--- src/rtl/banco_pkg.sv ---
// Shared constants and types for the general-purpose register bank.
// Build option: define BANCO_BYPASS_EN to enable write-through read forwarding.
package banco_pkg;

    localparam int N_REGS = 32;
    localparam int DATA_W = 4;
    localparam int ADDR_W = $clog2(N_REGS);

    typedef logic [ADDR_W-1:0] addr_t;
    typedef logic [DATA_W-1:0] data_t;

endpackage

--- src/rtl/banco_reg_cell.sv ---
// One storage word of the register bank: synchronous active-low clear,
// load enable, no other behaviour.
module banco_reg_cell #(
    parameter int W = 4
) (
    input  logic         clk,
    input  logic         rst,
    input  logic         ld,
    input  logic [W-1:0] d,
    output logic [W-1:0] q
);

    always_ff @(posedge clk) begin
        if (!rst) begin
            q <= '0;
        end else if (ld) begin
            q <= d;
        end
    end

endmodule

--- src/rtl/banco_de_registros.sv ---
// Register file: 2 combinational read ports, 1 synchronous write port, r0 = 0.
// Build option: BANCO_BYPASS_EN forwards data_in to a read port addressing the
// register being written in the same cycle.
module banco_de_registros
    import banco_pkg::*;
#(
    parameter int N = N_REGS,
    parameter int W = DATA_W
) (
    input  logic                 clk,
    input  logic                 rst,
    input  logic                 we,
    input  logic [$clog2(N)-1:0] addr_rd,
    input  logic [W-1:0]         data_in,
    input  logic [$clog2(N)-1:0] addr_rs1,
    input  logic [$clog2(N)-1:0] addr_rs2,
    output logic [W-1:0]         rs1,
    output logic [W-1:0]         rs2
);

    localparam int AW = $clog2(N);

    logic [W-1:0] regs [N];

    // Index 0 has no storage; it is a constant so writes to it vanish.
    assign regs[0] = '0;

    for (genvar i = 1; i < N; i++) begin : g_cell
        banco_reg_cell #(
            .W(W)
        ) u_cell (
            .clk(clk),
            .rst(rst),
            .ld (we && (addr_rd == AW'(i))),
            .d  (data_in),
            .q  (regs[i])
        );
    end

`ifdef BANCO_BYPASS_EN
    logic wr_live;
    assign wr_live = we && rst && (addr_rd != '0);

    assign rs1 = (wr_live && (addr_rs1 == addr_rd)) ? data_in : regs[addr_rs1];
    assign rs2 = (wr_live && (addr_rs2 == addr_rd)) ? data_in : regs[addr_rs2];
`else
    assign rs1 = regs[addr_rs1];
    assign rs2 = regs[addr_rs2];
`endif

endmodule

--- config.mk ---
export PLATFORM = sky130hd
export DESIGN_NAME = banco_de_registros
export DESIGN_NICKNAME = d
export VERILOG_FILES = /design/src/rtl/banco_pkg.sv /design/src/rtl/banco_reg_cell.sv /design/src/rtl/banco_de_registros.sv
export SDC_FILE = /design/constraint.sdc
export NUM_CORES = 1
export LEC_CHECK = 0
export CORE_MARGIN = 3
export CORE_UTILIZATION = 55
export DETAILED_ROUTE_END_ITERATION = 16
export GPL_TIMING_DRIVEN = 0
export PLACE_DENSITY_LB_ADDON = 0.1
export SLEW_MARGIN = 15
export SYNTH_ARGS = -nofsm -noshare
export SYNTH_HDL_FRONTEND = slang
export SYNTH_SLANG_ARGS = --single-unit
--- constraint.sdc ---
create_clock -name clk -period 5.2 [get_ports clk]
set_clock_uncertainty 0.15 [all_clocks]
set_input_delay 1.04 -clock clk [delete_from_list [all_inputs] [get_ports clk]]
set_output_delay 1.04 -clock clk [all_outputs]
set_load 0.03 [all_outputs]
==> run metrics <==
number of global-route vias before repair 6199; post-synth top area cell dfxtp_1; Largest Register g_cell.u_cell.q; Via density 6.701; fraction of registers with async set/reset 0%; DRT iter0 DRCs about 770; Synth cell types 28; final setup vio count 0; Post-Syn Nets roughly 730; gr ovfl total 0; area of the multi-input gates around 4200 um2; Total GRT Usage 33.80%; worst setup path category in2out; complex-gate fraction of the synthesized area between 10% and 20%; nets a little under 800; IO Pins 30; Worst-Margin Slew about 0.86 ns; CP max stage delay 0.73 ns; first-pass GRT wire length approximately 36000 um; DPL Wire Length between 15000 and 20000 um; Post-synth EDFFs 0; Largest register FFs 124; Buffers on Ports 22; die area between 10000 and 15000 um2; crit path launch type primary input; Final Hold Fails 0; Area Growth Syn to Fin 15.33%; unrepaired setup endpoints after global routing no; Die Width 118.5 um; DR vias 6239; crit-path cells clkdlybuf4s50_1, clkbuf_1, nand2_1, o22ai_1, a211oi_1, o31ai_1, clkdlybuf4s50_1; worst vdd ir about 0.21 mV; iteration count of the initial detailed-routing pass 8; Slew Viols, Final 0; clk sinks approximately 120; Clock transition at path regs approximately 0.06 ns; starting density of the core between 50% and 60%; count leader, synth dfxtp_1; FILL cells around 1000; worst-case clock buffer depth 2; CP max-delay cell clkdlybuf4s50_1; # H-tree levels 4; main combinational cell family by area after synthesis multiplexers; top_reg_cell synth dfxtp_1; Arrival @ worst endpoint around 3.9 ns; status complete, no violations; fraction of layout cells with a size suffix above 1 roughly 15%; Crit path top cell by count clkdlybuf4s50_1; share of the synthesized area in the top cell type about 36%; Num CTS Buffers 17; DRT Wirelength between 20000 and 25000 um; Adder-Cell Fraction of Synth Area 0%; Seq/Total Area, Yosys between 30% and 40%; setup TNS 0 ns; Pwr Density 307.4 nW/um2; postcts setup bufs 0; critical path peak fanout 10; FMAX between 0.15 and 0.2 GHz; worst path required time ~4 ns; syn avg cell area 9.817 um2; period utilisation layout between 90% and 100%; TritonCTS clock tree done; Post-Synth Simple-Gate Area between 10% and 20%; core area 12210 um2; synthesized instance count between 700 and 800; post-layout util between 60 and 70%; Final GP Congestion approximately 0.99; largest net degree at the start of global routing 17; Hold Buf Count CTS 0; DRC viols 0; wire length per cell 24.97 um; Post-Syn Area about 7000 um2; PostCTS Resize Cnt 0; n_diodes 0; Clock Latency Late Sink ~0.44 ns; Tmin final roughly 5 ns; Register Area about 2500 um2; initial antenna violation count 1; yosys warns 0; synth cell count leaders 124 x dfxtp_1, 105 x nand2_1, 92 x a21boi_0; Detail Route Antenna Nets 0; post-synthesis mux area share roughly 28%; Hold Crit Class reg2reg; largest registers g_cell.u_cell.q x124; CTS root buf clkbuf_16; endpoint type of the worst setup path primary output; Synth Area in XOR/XNOR 0%; FF+latch count, synth ~120; Rows 40; slew margin rel. a little over two fifths; max-capacitance violation count 0; Lkg Pwr between 2 and 3 nW; top cells by area, synth dfxtp_1 36%, mux4_2 19%, a21boi_0 9.9%, mux2i_1 6.3%, nand2_1 5.7%; Die Y 118.5 um
-- metal layers --
metal	share of wire (%)	track usage [%]
met2	45	50.45
met5	0.047	0
met1	39	44.45
met4	5.7	18.75
met3	10	9.474
-- logic make-up (layout without fill, tap and decap cells) --
kind of cell,count (synthesis),in the layout
buffers and inverters,72,126
flip-flops,124,124
AND/OR/NAND/NOR,225,225
AO/OA/AOI/OAI,172,172
multiplexers,116,116
-- layout make-up --
type,count,area share [%]
Sequential cell,124,30.92
Timing Repair Buffer,22,2.743
Clock buffer,22,5.907
Multi-Input combinational cell,513,51.98
Tap cell,168,2.618
Inverter,1,0.04676
Clock inverter,10,2.026
Buffer,71,3.756
-- worst max-delay path: cells and delay by family --
family                 cells  cell delay [ns]
AOI/OAI and AO/OA          3             0.62
and+or+nand+nor            1             0.25
buffers and inverters      3             1.96
-- placed cells by master (no fill, tap or decap) --
cell type,synthesis,routed
o31ai_1,4,4
mux4_2,60,60
bufinv_16,0,4
clkinv_2,0,2
clkbuf_1,55,57
nor4b_1,1,1
clkbuf_16,0,17
nand4b_1,3,3
nor2_1,14,14
buf_4,2,2
mux2i_1,44,44
dfxtp_1,124,124
clkbuf_8,0,3
nor4bb_1,3,3
nor3_1,1,1
clkdlybuf4s50_1,0,22
nand2b_1,3,3
inv_1,1,1
nor2b_1,38,38
buf_1,2,2
nand4_1,1,1
nand3_1,48,48
o22ai_1,4,4
clkinvlp_4,0,2
buf_6,2,2
buf_2,10,10
mux2_2,12,12
or3_1,3,3
a21boi_0,92,92
o21ai_0,52,52
a22o_1,16,16
and2_1,5,5
a211oi_1,4,4
clkinv_4,0,2
nand2_1,105,105
-- power by group --
group	switching, W	internal (W)
combinational	0.000138	0.0000768
clock	0.000450	0.000839
sequential	0.00000605	0.000957
total	0.000594	0.00187
-- through the flow --
stage               instance area (um2)  cells  hold slack [ns]  total power (W)  worst slack [ns]
floorplan                          6960    709           0.3003         0.001111             1.141
global placement                   7391    899           0.3143         0.001190            0.1941
detailed placement                 7391    899           0.3229         0.001192            0.2146
CTS                                8028    931           0.3313         0.002455            0.1958
global route                       8028    931           0.3485         0.002520           0.06938
finish                             8028    931           0.3347         0.002468            0.1311
-- final timing paths --
path | from | endpoint | slack [ns] | cells after the start
setup reg to reg | g_cell[21].u_cell.q[2]$_SDFFE_PN0P_ | g_cell[21].u_cell.q[2]$_SDFFE_PN0P_ | 4.25 | 2
hold reg to reg | g_cell[9].u_cell.q[1]$_SDFFE_PN0P_ | g_cell[9].u_cell.q[1]$_SDFFE_PN0P_ | 0.33 | 2
hold / removal | g_cell[9].u_cell.q[1]$_SDFFE_PN0P_ | g_cell[9].u_cell.q[1]$_SDFFE_PN0P_ | 0.33 | 2
setup / recovery | addr_rs2[1] | rs2[2] | 0.13 | 7
(Power assumes the default switching activity.)
